<file path="config.mk">
export PLATFORM = sky130hd
export DESIGN_NAME = paced_tx_fifo
export DESIGN_NICKNAME = d
export VERILOG_FILES = /design/src/rtl/uart_pkg.sv /design/src/rtl/pace_timer.sv /design/src/rtl/paced_tx_fifo.sv
export SDC_FILE = /design/constraint.sdc
export NUM_CORES = 1
export LEC_CHECK = 0
export CORE_MARGIN = 8
export CORE_UTILIZATION = 44
export DETAILED_ROUTE_END_ITERATION = 10
export DONT_BUFFER_PORTS = 1
export GPL_ROUTABILITY_DRIVEN = 1
export GPL_TIMING_DRIVEN = 0
export SETUP_SLACK_MARGIN = 0.1
export SKIP_CTS_REPAIR_TIMING = 1
export SLEW_MARGIN = 20
export SYNTH_ARGS = -nofsm -noshare
export SYNTH_HDL_FRONTEND = slang
export SYNTH_SLANG_ARGS = --single-unit
</file>
<file path="constraint.sdc">
create_clock -name clk -period 6.9 [get_ports clk]
set_input_delay 0.69 -clock clk [delete_from_list [all_inputs] [get_ports clk]]
set_output_delay 0.69 -clock clk [all_outputs]
set_load 0.05 [all_outputs]
</file>
<file path="src/rtl/uart_pkg.sv">
// uart_pkg: shared definitions for the UART result path.
//   PACE_CYCLES_DEFAULT - default clk cycles per transmitted frame (clk/baud x frame bits).
//   out_state_t         - output-stage state of paced_tx_fifo.
package uart_pkg;

  localparam int unsigned PACE_CYCLES_DEFAULT = 26100;

  typedef enum logic [0:0] {
    IDLE,
    PRESENT
  } out_state_t;

endpackage

</file>
<file path="src/rtl/pace_timer.sv">
// pace_timer: minimum-spacing timer between output handshakes.
//   clk     - system clock, rising edge.
//   rst     - synchronous active-high clear; leaves the timer expired so the first
//             entry after a clear is not delayed.
//   restart - zero the count (asserted on an output handshake).
//   pace_ok - spacing satisfied (always 1 when PACE_EN is 0).
module pace_timer
  import uart_pkg::*;
#(
  parameter int unsigned PACE_CYCLES = PACE_CYCLES_DEFAULT,
  parameter bit          PACE_EN     = 1'b1
) (
  input  logic clk,
  input  logic rst,
  input  logic restart,
  output logic pace_ok
);

  // At least one bit so PACE_CYCLES == 1 still elaborates.
  localparam int unsigned   CW      = (PACE_CYCLES > 1) ? $clog2(PACE_CYCLES) : 1;
  localparam logic [CW-1:0] CNT_MAX = CW'(PACE_CYCLES - 1);

  logic [CW-1:0] cnt_q, cnt_d;

  // Count up and saturate at CNT_MAX; restart takes priority over counting.
  always_comb begin
    cnt_d = cnt_q;
    if (restart) begin
      cnt_d = '0;
    end else if (cnt_q != CNT_MAX) begin
      cnt_d = cnt_q + 1'b1;
    end
  end

  always_ff @(posedge clk) begin
    if (rst) begin
      cnt_q <= CNT_MAX;
    end else begin
      cnt_q <= cnt_d;
    end
  end

  assign pace_ok = (cnt_q == CNT_MAX) || !PACE_EN;

endmodule

</file>
<file path="src/rtl/paced_tx_fifo.sv">
// paced_tx_fifo: byte FIFO between the counter block and the UART transmitter. Entries
// are released no faster than one per PACE_CYCLES through a valid/ready output register.
//   clk         - system clock, rising edge.
//   rst         - synchronous active-high reset.
//   flush       - synchronous clear of contents and status (same effect as rst).
//   wr_en       - write strobe; wr_data - write data.
//   full        - DEPTH entries held in memory.
//   almost_full - level >= AFULL_TH.
//   overflow    - sticky; a write arrived while full (cleared by rst/flush only).
//   level       - entries in memory, excluding the one in the output register.
//   out_valid   - out_data holds an entry; out_ready - transmitter accepts it.
module paced_tx_fifo
  import uart_pkg::*;
#(
  parameter int unsigned DATA_W      = 8,
  parameter int unsigned DEPTH       = 64,
  parameter int unsigned PACE_CYCLES = PACE_CYCLES_DEFAULT,
  parameter bit          PACE_EN     = 1'b1,
  parameter int unsigned AFULL_TH    = DEPTH - 4
) (
  input  logic                   clk,
  input  logic                   rst,
  input  logic                   flush,
  input  logic                   wr_en,
  input  logic [DATA_W-1:0]      wr_data,
  output logic                   full,
  output logic                   almost_full,
  output logic                   overflow,
  output logic [$clog2(DEPTH):0] level,
  output logic                   out_valid,
  output logic [DATA_W-1:0]      out_data,
  input  logic                   out_ready
);

  localparam int unsigned   AW       = $clog2(DEPTH);
  localparam int unsigned   LW       = AW + 1;
  localparam logic [LW-1:0] AFULL_LV = LW'(AFULL_TH);

  logic [DATA_W-1:0] mem [DEPTH];

  logic [AW:0]       wr_ptr_q, wr_ptr_d;
  logic [AW:0]       rd_ptr_q, rd_ptr_d;
  logic [LW-1:0]     level_q, level_d;
  logic              overflow_q, overflow_d;
  logic [DATA_W-1:0] out_data_q, out_data_d;
  out_state_t        state_q, state_d;

  logic clear;
  logic empty;
  logic full_int;
  logic wr_accept;
  logic load;
  logic handshake;
  logic pace_ok;

  assign clear = rst || flush;

  // Extra pointer MSB distinguishes full from empty when the indexes coincide.
  assign empty    = (wr_ptr_q == rd_ptr_q);
  assign full_int = (wr_ptr_q[AW-1:0] == rd_ptr_q[AW-1:0]) && (wr_ptr_q[AW] != rd_ptr_q[AW]);

  // full is taken from registered pointers, so a same-cycle pop cannot admit a write.
  assign wr_accept = wr_en && !full_int;
  assign load      = (state_q == IDLE) && !empty && pace_ok;
  assign handshake = (state_q == PRESENT) && out_ready;

  pace_timer #(
    .PACE_CYCLES (PACE_CYCLES),
    .PACE_EN     (PACE_EN)
  ) u_pace_timer (
    .clk     (clk),
    .rst     (clear),
    .restart (handshake),
    .pace_ok (pace_ok)
  );

  // Output FSM and datapath next-state.
  always_comb begin
    state_d    = state_q;
    out_data_d = out_data_q;
    rd_ptr_d   = rd_ptr_q;
    unique case (state_q)
      IDLE: begin
        if (load) begin
          out_data_d = mem[rd_ptr_q[AW-1:0]];
          rd_ptr_d   = rd_ptr_q + 1'b1;
          state_d    = PRESENT;
        end
      end
      PRESENT: begin
        if (out_ready) begin
          state_d = IDLE;
        end
      end
      default: state_d = IDLE;
    endcase
  end

  always_comb begin
    wr_ptr_d   = wr_ptr_q;
    overflow_d = overflow_q;
    level_d    = level_q;
    if (wr_accept) begin
      wr_ptr_d = wr_ptr_q + 1'b1;
    end
    if (wr_en && full_int) begin
      overflow_d = 1'b1;
    end
    // A write and a load in the same cycle cancel out.
    unique case ({wr_accept, load})
      2'b10:   level_d = level_q + 1'b1;
      2'b01:   level_d = level_q - 1'b1;
      default: level_d = level_q;
    endcase
  end

  always_ff @(posedge clk) begin
    if (clear) begin
      wr_ptr_q   <= '0;
      rd_ptr_q   <= '0;
      level_q    <= '0;
      overflow_q <= 1'b0;
      out_data_q <= '0;
      state_q    <= IDLE;
    end else begin
      wr_ptr_q   <= wr_ptr_d;
      rd_ptr_q   <= rd_ptr_d;
      level_q    <= level_d;
      overflow_q <= overflow_d;
      out_data_q <= out_data_d;
      state_q    <= state_d;
    end
  end

  // Storage is not cleared; a write coinciding with a clear is dropped.
  always_ff @(posedge clk) begin
    if (wr_accept && !clear) begin
      mem[wr_ptr_q[AW-1:0]] <= wr_data;
    end
  end

  assign full        = full_int;
  assign almost_full = (level_q >= AFULL_LV);
  assign overflow    = overflow_q;
  assign level       = level_q;
  assign out_valid   = (state_q == PRESENT);
  assign out_data    = out_data_q;

endmodule

</file>
**Word-level counts from Yosys, hierarchy flattened**

Memory sizes are Yosys's and may differ from the RTL's. A register that Yosys moved wholly into a read port is not among the register bits.
Cells that the tools add are included.
W data, S select, Z words.

- Add/sub/neg operators: 5
- $lt $le $gt $ge: 1
- Equality and inequality tests: 7
- Mux-type cells: 8
- Bitwise logic cells: 1
- Reduce and logical (&&, ||, !) cells: 15

Operators by type and width:

| cell | count |
|---|---|
| $mux W15 | 2 |
| $add A7 B1 Y7 const B | 3 |
| $add A15 B1 Y15 const B | 1 |
| $eq A15 B15 Y1 const B | 1 |
| $ne A15 B15 Y1 const B | 1 |
| $pmux W7 S2 | 1 |
| $eq A7 B7 Y1 | 1 |
| $ge A7 B6 Y1 const B | 1 |
| $logic_and A1 B1 Y1 | 7 |
| $sub A7 B1 Y7 const B | 1 |
| $eq A6 B6 Y1 | 1 |
| $mux W1 | 4 |
| $reduce_bool A2 Y1 | 2 |
| $logic_not A1 Y1 | 3 |
| $eq A2 B1 Y1 const B | 1 |
| $eq A2 B2 Y1 const B | 1 |
| $pmux W1 S2 | 1 |
| $reduce_and A2 Y1 | 1 |
| $reduce_or A2 Y1 | 1 |
| $logic_or A1 B1 Y1 | 1 |
| $ne A1 B1 Y1 | 1 |
| $not A1 Y1 | 1 |

- Flip-flop bits (word level): 38
- Memory bits (writable): 512
- Input bits: 13
- Output and inout port bits: 19
- Logic and storage cells: 45
- Memories kept: 1

Memories:

| name | depth | width | rd ports | clocked after Yosys merged registers in | write ports | RTL line | text |
|---|---|---|---|---|---|---|---|
| mem | 64 | 8 | 1 | 1 | 1 | paced_tx_fifo.sv:39 | `logic [DATA_W-1:0] mem [DEPTH];` |

**Depth between registers and ports, before layout**

Gate-level depths: netlist (run 1).

- Depth after elaboration: 7
- Depth in mapped cells: 14

**Modules after synthesis**

A second synthesis (run 1) with hierarchy kept.

- Cell total of the unflattened synthesis: 1220
- Area, all modules: 22355.2 µm²

Modules (own cells, without submodules):

| module | instances | cells each | area each (µm²) | sequential area each (µm²) |
|---|---|---|---|---|
| paced_tx_fifo | 1 | 1143 | 21627.0 | 15995.3 |
| pace_timer | 1 | 77 | 728.2 | 300.3 |

**Worst setup path before layout (run 1)**

Ideal clock, no wire load.

- Kind: register to register
- Start point: register u_pace_timer.cnt_q[0]
- End point: register level_q[6] (netlist: level[6])
- Setup time: 0.072 ns
- Data arrival time: 3.338 ns
- Data required time: 6.828 ns
- Slack: 3.490 ns
- Cell stages (with the launch flop): 14
- Cell sequence: dfxtp_1 ha_1 nor4b_2 nand4_1 a311oi_1 buf_2 ha_1 ha_1 nor2b_1 o21ai_0 a21boi_0 or4_1 a31o_2 a21oi_1

- Word-level cells in the longest chain between the ends: 4
- Elaborated cells on any way between the ends: 6

RTL lines:

| element | RTL line | text |
|---|---|---|
| start: declaration | pace_timer.sv:23 | `logic [CW-1:0] cnt_q, cnt_d;` |
| start signal: assignment | pace_timer.sv:39 | `cnt_q <= cnt_d;` |
| $eq A15 B15 Y1 (*) | pace_timer.sv:43 | `assign pace_ok = (cnt_q == CNT_MAX) \|\| !PACE_EN;` |
| $logic_and A1 B1 Y1 (*) | paced_tx_fifo.sv:64 | `assign load = (state_q == IDLE) && !empty && pace_ok;` |
| $eq A2 B1 Y1 or $eq A2 B2 Y1 (tied branches) | paced_tx_fifo.sv:110 | `unique case ({wr_accept, load})` |
| $pmux W7 S2 or $reduce_bool A2 Y1 (tied branches) | n/a |  |
| end signal: assignment | paced_tx_fifo.sv:128 | `level_q <= level_d;` |
| end: declaration | paced_tx_fifo.sv:43 | `logic [LW-1:0] level_q, level_d;` |

Every way passes the cells marked *; elsewhere a longest branch is shown, timed or not.
A chain may end at the register's enable or synchronous reset.

**Worst setup path in the final report (run 1)**

Ends and elaborated chain as after synthesis.

==> results_dict.tcl, run 1 <==
set metrics [dict create \
    fmax_mhz 248.8 \
    synth_area_sq_um 22080 \
    postRouteAntennaNets 0 \
    layout-drive-gt1-share 0.1709 \
    syn_inst 1209 \
    whs_ns 0.1887 \
    cp-start-kind "register" \
    nNetsFinal 1289 \
    power_uw 7037 \
    worstSetupPathType "register to register" \
    drv_slew 0 \
    cp_slowest_cell "or4_1" \
    grt_max_degree 65 \
    crit_required_ns 7.42 \
    yosysTopAreaCell "edfxtp_1" \
    synth_area_leaders "edfxtp_1 70%, mux4_2 11%, dfxtp_1 4.2%" \
    wire_per_inst_microns 27.59 \
    crit_chain "ha_1 > nor4b_2 > nand4_1 > a311oi_1 > buf_2 > ha_1 > ha_1 > nor2b_1 > o21ai_0 > a21boi_0 > or4_1 > a31o_2 > a21oi_1" \
    p_leak_uw 0.007545 \
    worstMarginPinSlew_ns 1.126 \
    switchingPower_uw 1582 \
    cp_top_family "simple AND/OR/NAND/NOR gates" \
    drtPass1Iterations 5 \
    min_period_ns 4.020 \
    clockRootBuffer "clkbuf_16" \
    dieArea_sq_um 57600 \
    drc 0 \
    vias 11448 \
    yosysMostFrequentCell "edfxtp_1" \
    worst_slack_ns 2.881 \
    htree_levels 2 \
    fin_crit_sh 0.5825 \
    area_growth_pct 11.33 \
    p_int_uw 5454 \
    finalSetupViolations 0 \
    coreArea_sq_um 49860 \
    start_util 0.4427 \
    path_clk_slew_ns 0.06 \
    cp_max_fo 10 \
    io_buffers 0 \
    num-fill-cells 4125 \
    die_h_microns 240.0 \
    yosys_warnings 0 \
    via_per_inst 5.770 \
    seqPwrFrac 0.536 \
    clkPwrFrac 0.396 \
    fin_skew_ns 0.02106 \
    rsz0062_at_grt "no" \
    routed_wl_mm 54.74 \
    synth.top_cells.by_count "512 x edfxtp_1, 113 x nor2_1, 105 x mux4_2" \
    synth_top_flop_cell "edfxtp_1" \
    synth_cell_types 56 \
    critical_path_arrival_ns 4.54 \
    powerDensity_nw_per_um2 286.3 \
    clockBufferDepth 3 \
    antenna_found_initial 0 \
    cap_violations 0 \
    cts_tree "built" \
    ys_ff_latch 558 \
    crit_path_frequent_cell "ha_1" \
    ys_async_sr_fraction 0 \
    synth_edf_count 512 \
    track_usage 0.1923 \
    place_ws_ns 2.940 \
    gp_congestion 0.8552 \
    first_iter_violations 1199 \
    avgSynthCellArea_sq_um 18.26 \
    ir_drop_uv 186.6 \
    slew_headroom 0.2494 \
    cts.sinks 558 \
    fin_setup_tns_ns 0 \
    hold_viol_final 0 \
    grt_pass1_vias 11486 \
    status "complete, no violations" \
    hp-class "input pin to register" \
    overflow 0 \
    synth_top_area_frac 0.6964 \
    pin_count 32 \
    ys_seq_area_frac 0.7382 \
    cts_buffers 55 \
    grt_pass1_wl_mm 79.78 \
    clk_latency_ns 0.61 \
    crit_buf_inv 1 \
    switching_share 0.2248 \
    syn_nets 1232 \
    endpoint_kind "register" \
    dp.final_hpwl_mm 35.07 \
    rows 82 \
    critPathMaxStageDelay_ns 0.51 \
    combPwrFrac 0.068 \
    die_w_microns 240.0 \
]
-- cells in the final DEF (no fill, tap or decap), types with 5 or more instances in the layout --
cell / Yosys / final
clkbuf_1: 27 / 45
edfxtp_1: 512 / 512
inv_1: 11 / 11
a211oi_1: 10 / 10
nor3_1: 7 / 5
nor2b_1: 8 / 8
clkinv_2: 0 / 13
dfxtp_1: 46 / 46
nand2b_1: 5 / 5
nor2_1: 113 / 113
xor2_1: 20 / 20
buf_6: 6 / 6
mux2i_1: 54 / 54
buf_1: 10 / 9
nand3_1: 20 / 20
nand2_1: 31 / 31
buf_2: 16 / 17
mux4_2: 105 / 105
o211ai_1: 9 / 9
nand4_1: 12 / 12
clkinv_1: 0 / 9
and3_1: 7 / 7
o21ai_0: 19 / 19
clkbuf_16: 0 / 56
a21oi_1: 28 / 28
a22oi_1: 47 / 47
buf_4: 6 / 6
ha_1: 9 / 9
and2_1: 5 / 5
o22ai_1: 8 / 8
xnor2_1: 15 / 15
-- final cells by class --
cell class,instances,area [sq um],share of cell area
sequential,558,16300,0.6630
tap,672,840.8,0.03421
multi-input combinational,574,5414,0.2203
antenna,1,2.502,0.0001018
inverter,12,45.04,0.001833
clock inverter,28,177.7,0.007229
buffer,65,332.8,0.01354
clock buffer,74,1469,0.05977
-- worst reg2reg max path: stages (launching register included) --
cell,delay [ns]
dfxtp_1,0.40
ha_1,0.21
nor4b_2,0.26
nand4_1,0.30
a311oi_1,0.37
buf_2,0.31
ha_1,0.38
ha_1,0.32
nor2b_1,0.16
o21ai_0,0.17
a21boi_0,0.17
or4_1,0.51
a31o_2,0.25
a21oi_1,0.13
-- per-stage QoR --
stage | area, sq um | cells | util
2_1_floorplan | 22080 | 1209 | -
3_3_place_gp | 22920 | 1881 | 0.4596
3_5_place_dp | 22930 | 1881 | 0.4598
4_1_cts | 24570 | 1983 | 0.4928
5_1_grt | 24570 | 1983 | 0.4928
6_report | 24580 | 1984 | 0.4929
-- power by group through the flow --
stage	sequential [uW]	clock [uW]	combinational (uW)
after floorplan	3830	0	359
after global routing	3780	2960	519
after detailed placement	3840	0	484
final	3770	2780	481
after CTS	3770	2830	485
after global placement	3840	0	478
-- worst paths after layout --
kind	depth (start not counted)	slack, ns	from	endpoint
setup reg to reg	13	2.88	u_pace_timer.cnt_q[0]$_SDFFE_PP1P_	level[6]$_SDFFE_PP0P_
hold reg to reg	2	0.54	wr_ptr_q[6]$_SDFFE_PP0P_	wr_ptr_q[6]$_SDFFE_PP0P_
hold / removal	0	0.19	wr_data[5]	mem[50][5]$_DFFE_PP_
setup / recovery	13	2.88	u_pace_timer.cnt_q[0]$_SDFFE_PP1P_	level[6]$_SDFFE_PP0P_
-- metal layers --
layer	routed length, microns	part of all wire	track usage
met1	23060	0.42	0.2645
met2	25430	0.46	0.3008
met3	4810	0.088	0.04836
met4	1438	0.026	0.05919
met5	0	0	0
-- cells by family (layout without fill, tap and decap cells) --
logic type / count (synthesis) / count (layout) / share of synthesized area
DFF: 558 / 558 / 0.7382
and+or+nand+nor: 233 / 233 / 0.05186
muxes: 159 / 159 / 0.1316
AOI/OAI and AO/OA: 137 / 137 / 0.04143
buffers and inverters: 77 / 179 / 0.01706
xor gates and xnor gates: 35 / 35 / 0.01389
adders and majority gates: 10 / 10 / 0.006008
other: 0 / 1 / 0
-- sequential cells by signal (all words and copies together), names as in the netlist --
signal,flops
level,7
mem,512
out_data,8
out_valid,1
overflow,1
rd_ptr_q,7
u_pace_timer.cnt_q,15
wr_ptr_q,7
(Power assumes the default switching activity.)
==> inputs of run 2 (changes only) <==
--- a/config.mk
+++ b/config.mk
@@ -5,6 +5,7 @@
 export SDC_FILE = /design/constraint.sdc
 export NUM_CORES = 1
 export LEC_CHECK = 0
+export ABC_AREA = 1
 export CORE_MARGIN = 8
 export CORE_UTILIZATION = 44
 export DETAILED_ROUTE_END_ITERATION = 10
==> constraint.sdc (replaced) <==
create_clock -name clk -period 4.1 [get_ports clk]
set_input_delay 0.41 -clock clk [delete_from_list [all_inputs] [get_ports clk]]
set_output_delay 0.41 -clock clk [all_outputs]
set_load 0.05 [all_outputs]
==> run 2 against run 1 <==
Combinational power is essentially flat. Flip-flop and latch count is the same. Clock skew grew 0.0056 ns. Fmax grew 30%. Count of clock-buffer cells in the layout shrank 6. Critical path type unchanged. Critical endpoint is now mem[26][6]$_DFFE_PP_.
==> results_dict.tcl, run 2 <==
set metrics [dict create \
    crit_path_frequent_cell "nand2_1" \
    dr_wl_met3_mm 7.394 \
    first_iter_violations 2039 \
    critPathMaxStageDelay_ns 0.83 \
    crit_chain "buf_2 > inv_1 > nand2_1 > nand4_1 > nor3_1 > nand2_1 > nand2_4 > nor2_4 > nand2_1 > nor2_1" \
    hold_viol_final 0 \
    cp-start-kind "register" \
    postRouteAntennaNets 0 \
    fin_setup_tns_ns 0 \
    ir_drop_uv 366.5 \
    mostFrequentLayoutCell "nand2_1" \
    worstSetupPathType "register to register" \
    cp_top_family "simple AND/OR/NAND/NOR gates" \
    path_clk_slew_ns 0.06 \
    ys_async_sr_fraction 0 \
    gp_congestion 0.9796 \
    powerDensity_nw_per_um2 439.7 \
    drtPass1Iterations 8 \
    slew_headroom 0.2636 \
    nNetsFinal 2580 \
    top_layer "met4" \
    synth_top_flop_cell "edfxtp_1" \
    wl_met2_mm 31.34 \
    avgSynthCellArea_sq_um 9.854 \
    critical_path_arrival_ns 3.34 \
    fin_skew_ns 0.02668 \
    die_w_microns 252.1 \
    synth_area_leaders "edfxtp_1 63%, nand2_1 12%, nand3_1 5.3%" \
    dpl-instance-area_sq_um 25450 \
    synth_cell_types 37 \
    whs_ns 0.04086 \
    via_per_inst 5.266 \
    syn_inst 2488 \
    final_cell_mix "810 x nand2_1, 512 x edfxtp_1, 279 x inv_1" \
    ys_ff_latch 558 \
    routed_wl_mm 72.16 \
    start_util 0.4450 \
    worstMarginPinSlew_ns 1.100 \
    crit_start "wr_ptr_q[5]$_SDFFE_PP0P_" \
    crit_required_ns 4.35 \
    clockBufferDepth 3 \
    synth_top_area_frac 0.6271 \
    drc 0 \
    layout-drive-gt1-share 0.07719 \
    synth_area_sq_um 24520 \
    cts_tree "built" \
    cp_slowest_cell "nor2_1" \
    cap_violations 0 \
    num-fill-cells 5056 \
    ff2ff_path_depth 10 \
    grt_pass1_vias 16988 \
    htree_levels 2 \
    crit_buf_inv 2 \
    status "complete, no violations" \
    largest_reg_flops 512 \
    rsz0062_at_grt "no" \
    yosysMostFrequentCell "nand2_1" \
    finalSetupViolations 0 \
    dieArea_sq_um 63530 \
    yosysTopAreaCell "edfxtp_1" \
    hp-class "input pin to register" \
    cts.sinks 558 \
    wire_per_inst_microns 21.53 \
    die_h_microns 252.1 \
    timing.rr.start "wr_ptr_q[5]$_SDFFE_PP0P_" \
    drv_slew 0 \
    hold_depth 3 \
    endpoint_kind "register" \
    pin_count 32 \
    fmax_mhz 324.2 \
    overflow 0 \
    min_period_ns 3.085 \
    p_leak_uw 0.01111 \
    cp_max_fo 10 \
    yosys_warnings 0 \
    vias 17650 \
    rows 86 \
    coreArea_sq_um 55090 \
    diodes 0 \
    grt_max_degree 65 \
    fin_crit_sh 0.7523 \
    dp.final_hpwl_mm 48.38 \
    io_buffers 0 \
    syn_nets 2511 \
    ys_seq_area_frac 0.6647 \
    area_growth_pct 12.69 \
    antenna_found_initial 0 \
    synth.top_cells.by_count "810 x nand2_1, 512 x edfxtp_1, 279 x inv_1" \
    clk_latency_ns 0.63 \
    cts_buffers 58 \
    synth_edf_count 512 \
    clockRootBuffer "clkbuf_16" \
    design_area_sq_um 27630 \
    track_usage 0.2255 \
    wl_met1_mm 30.32 \
    cp.depth 10 \
    holdCritStartpoint "wr_en" \
    grt_pass1_wl_mm 107.0 \
]
-- run 2: changes by cell type after synthesis, moves of 11 or more --
cell	previous run	this run
a22oi_1	47	0
buf_2	16	68
clkbuf_1	27	13
inv_1	11	279
mux2i_1	54	0
mux4_2	105	0
nand2_1	31	810
nand3_1	20	258
nor2_1	113	275
nor3_1	7	21
o21ai_0	19	65
o21ai_1	0	14
xor2_1	20	9
-- run 2: path summary, 6_finish.rpt --
| path | end | slack (ns) |
|---|---|---|
| min | wr_ptr_q[2]$_SDFFE_PP0P_ | 0.04 |
| min reg2reg | u_pace_timer.cnt_q[11]$_SDFFE_PP0N_ | 0.52 |
| max reg2reg | mem[26][6]$_DFFE_PP_ | 1.02 |
| max | mem[26][6]$_DFFE_PP_ | 1.02 |
-- run 2: metrics by stage --
step	setup slack (ns)	std cells	power (uW)	utilization
6_report	1.015	3352	12150	0.5015
5_1_grt	0.7278	3352	12460	0.5015
4_1_cts	1.052	3343	12090	0.4973
3_5_place_dp	1.061	3236	6724	0.4620
3_3_place_gp	1.079	3236	6718	0.4620
2_1_floorplan	1.575	2488	6606	-
-- run 2: routing by layer --
layer  vias up  global-route usage
met1      8369              0.3076
met2       851              0.3436
met4         0             0.09621
met5         -                   0
li1       8253                   -
met3       177             0.05279
-- run 2: power by group --
part           internal, uW  switching, uW
clock                  3210           2200
sequential             6220           34.4
combinational           124            354
total                  9560           2590
-- run 2: area by class of cell --
class / count / area (sq um) / area share
repair buffers: 9 / 230.2 / 0.008333
multi-input cells: 1531 / 6535 / 0.2365
plain buffers: 115 / 623.1 / 0.02255
well taps: 748 / 935.9 / 0.03388
flip-flops and latches: 558 / 16300 / 0.5898
inverters: 284 / 1066 / 0.03859
clock buffers: 68 / 1489 / 0.05389
clock inverters: 39 / 452.9 / 0.01639
-- run 2: logic make-up (layout without fill, tap and decap cells) --
| kind of cell | after synthesis | after routing | synth area share |
|---|---|---|---|
| flops | 558 | 558 | 0.6647 |
| xor+xnor | 17 | 17 | 0.006073 |
| buf+inv | 399 | 515 | 0.06889 |
| compound gates | 113 | 113 | 0.02368 |
| simple gates | 1391 | 1391 | 0.2313 |
| fa+ha+maj | 10 | 10 | 0.005410 |
-- run 2: worst register-to-register path: cells and delay by family (launching register included) --
kind | cells | cell delay (ns)
simple gates | 8 | 2.06
buf+inv | 2 | 0.33
flops | 1 | 0.30
==> inputs of run 3 (changes only) <==
==> constraint.sdc (replaced) <==
create_clock -name clk -period 3 [get_ports clk]
set_input_delay 0.3 -clock clk [delete_from_list [all_inputs] [get_ports clk]]
set_output_delay 0.3 -clock clk [all_outputs]
set_load 0.05 [all_outputs]
==> run 3 against run 2 <==
The run now ends with setup timing left. Die area unchanged. Flip-flop and latch count is the same. Cell count up 0.21%. Global-route usage unchanged. Register-to-register slack got worse by 1.0 ns. Power is 37% higher. Sequential share of layout area fell by 0.54 points. Setup slack worse by 1.0 ns. Final area grew 0.93%.
==> results_dict.tcl, run 3 (synthesis gave the netlist of run 2 again) <==
set metrics [dict create \
    rows 86 \
    overflow 0 \
    drv_slew 0 \
    postRouteAntennaNets 0 \
    slew_headroom 0.2642 \
    mostFrequentLayoutCell "nand2_1" \
    crit_required_ns 3.26 \
    hp-class "input pin to register" \
    fin_crit_sh 1.004 \
    dp.final_hpwl_mm 48.38 \
    track_usage 0.2255 \
    critical_path_arrival_ns 3.27 \
    die_w_microns 252.1 \
    routed_wl_mm 72.31 \
    worstSetupPathType "register to register" \
    grt_pass1_vias 16988 \
    final_cell_mix "810 x nand2_1, 512 x edfxtp_1, 278 x inv_1" \
    via_per_inst 5.287 \
    layout-drive-gt1-share 0.09728 \
    status "finished with violations" \
    pin_count 32 \
    fin_skew_ns 0.02669 \
    first_iter_violations 2167 \
    htree_levels 2 \
    cp_max_fo 8 \
    ir_drop_uv 501.0 \
    wire_per_inst_microns 21.53 \
    combPwrFrac 0.041 \
    p_int_uw 13080 \
    p_leak_uw 0.01114 \
    drtPass1Iterations 6 \
    cp-start-kind "register" \
    largest_reg_flops 512 \
    endpoint_kind "register" \
    io_buffers 0 \
    drc 0 \
    start_util 0.4450 \
    switching_share 0.2137 \
    worstMarginPinSlew_ns 1.100 \
    worst_slack_ns -0.01300 \
    gp_congestion 0.9796 \
    antenna_found_initial 0 \
    diodes 0 \
    rsz0062_at_grt "yes" \
    die_h_microns 252.1 \
    min_period_ns 3.013 \
    fin_cells 3359 \
    clockRootBuffer "clkbuf_16" \
    hold_viol_final 0 \
    dp_cells 3236 \
    area_growth_pct 13.73 \
    fmax_mhz 331.9 \
    vias 17760 \
    dieArea_sq_um 63530 \
    clk_latency_ns 0.63 \
    grt_max_degree 65 \
    violations "setup timing" \
    cap_violations 0 \
    cts_buffers 58 \
    path_clk_slew_ns 0.06 \
    nNetsFinal 2587 \
    seqPwrFrac 0.514 \
    clockBufferDepth 3 \
    clkPwrFrac 0.445 \
    finalSetupViolations 10 \
    powerDensity_nw_per_um2 596.4 \
    switchingPower_uw 3554 \
    coreArea_sq_um 55090 \
    cts_tree "built" \
    grt_pass1_wl_mm 107.0 \
    fin_setup_tns_ns -0.07960 \
    cts.sinks 558 \
]
run 3: cell count changes in the layout (fill, tap and decap cells not counted), moves of 2 or more:
| cell | delta |
|---|---|
| buf_4 | +5 |
| nor2_4 | +10 |
| buf_2 | -4 |
| ha_1 | -3 |
| clkbuf_4 | +4 |
| ha_4 | +2 |
| nor2_1 | -42 |
| nor2_2 | +32 |
run 3: path summary, 6_finish.rpt:
kind,startpoint,to,slack [ns],cells after the start
max reg2reg,rd_ptr_q[1]$_SDFFE_PP0P_,mem[56][0]$_DFFE_PP_,-0.01,9
min reg2reg,wr_ptr_q[6]$_SDFFE_PP0P_,wr_ptr_q[6]$_SDFFE_PP0P_,0.52,2
max,rd_ptr_q[1]$_SDFFE_PP0P_,mem[56][0]$_DFFE_PP_,-0.01,9
min,wr_en,wr_ptr_q[2]$_SDFFE_PP0P_,0.02,4
run 3: power groups by stage:
stage	logic (uW)	clock network (uW)	registers, uW
floorplan	318	0	8710
global placement	470	0	8710
detailed placement	477	0	8710
CTS	480	7490	8550
global route	732	7780	8550
finish	677	7400	8550
run 3: critical path: stages (launching register included):
cell      delay, ns
dfxtp_1        0.32
clkbuf_4       0.21
xnor2_1        0.15
nand2_1        0.09
nor3_1         0.06
nand2_1        0.12
nand2_4        0.10
nor2_4         0.25
nand2_1        0.66
nor2_2         0.67
run 3: through the flow:
| step | hold slack (ns) | utilization | setup slack, ns | cell area, sq um | total power, uW |
|---|---|---|---|---|---|
| floorplan | 0.3989 | - | 0.4754 | 24520 | 9028 |
| global placement | 0.4119 | 0.4620 | -0.02059 | 25450 | 9181 |
| detailed placement | 0.4120 | 0.4620 | -0.03871 | 25450 | 9189 |
| CTS | -0.2497 | 0.4973 | -0.04843 | 27400 | 16520 |
| global route | 0.02674 | 0.5061 | -0.08213 | 27880 | 17060 |
| finish | 0.01910 | 0.5061 | -0.01300 | 27880 | 16630 |
run 3: cell type report:
class	instances	area, sq um
Clock buffer	68	1489
Fill cell	5019	27210
Inverter	284	1066
Sequential cell	558	16300
Buffer	115	636.9
Clock inverter	39	452.9
Timing Repair Buffer	16	285.3
Tap cell	748	935.9
Multi-Input combinational cell	1531	6723
run 3: layer usage:
layer  vias to the layer above  track usage  part of all wire
li1                       8271            -                 -
met1                      8419       0.3076              0.42
met2                       888       0.3436              0.43
met3                       182      0.05279              0.10
met4                         0      0.09621             0.043
met5                         -            0                 0
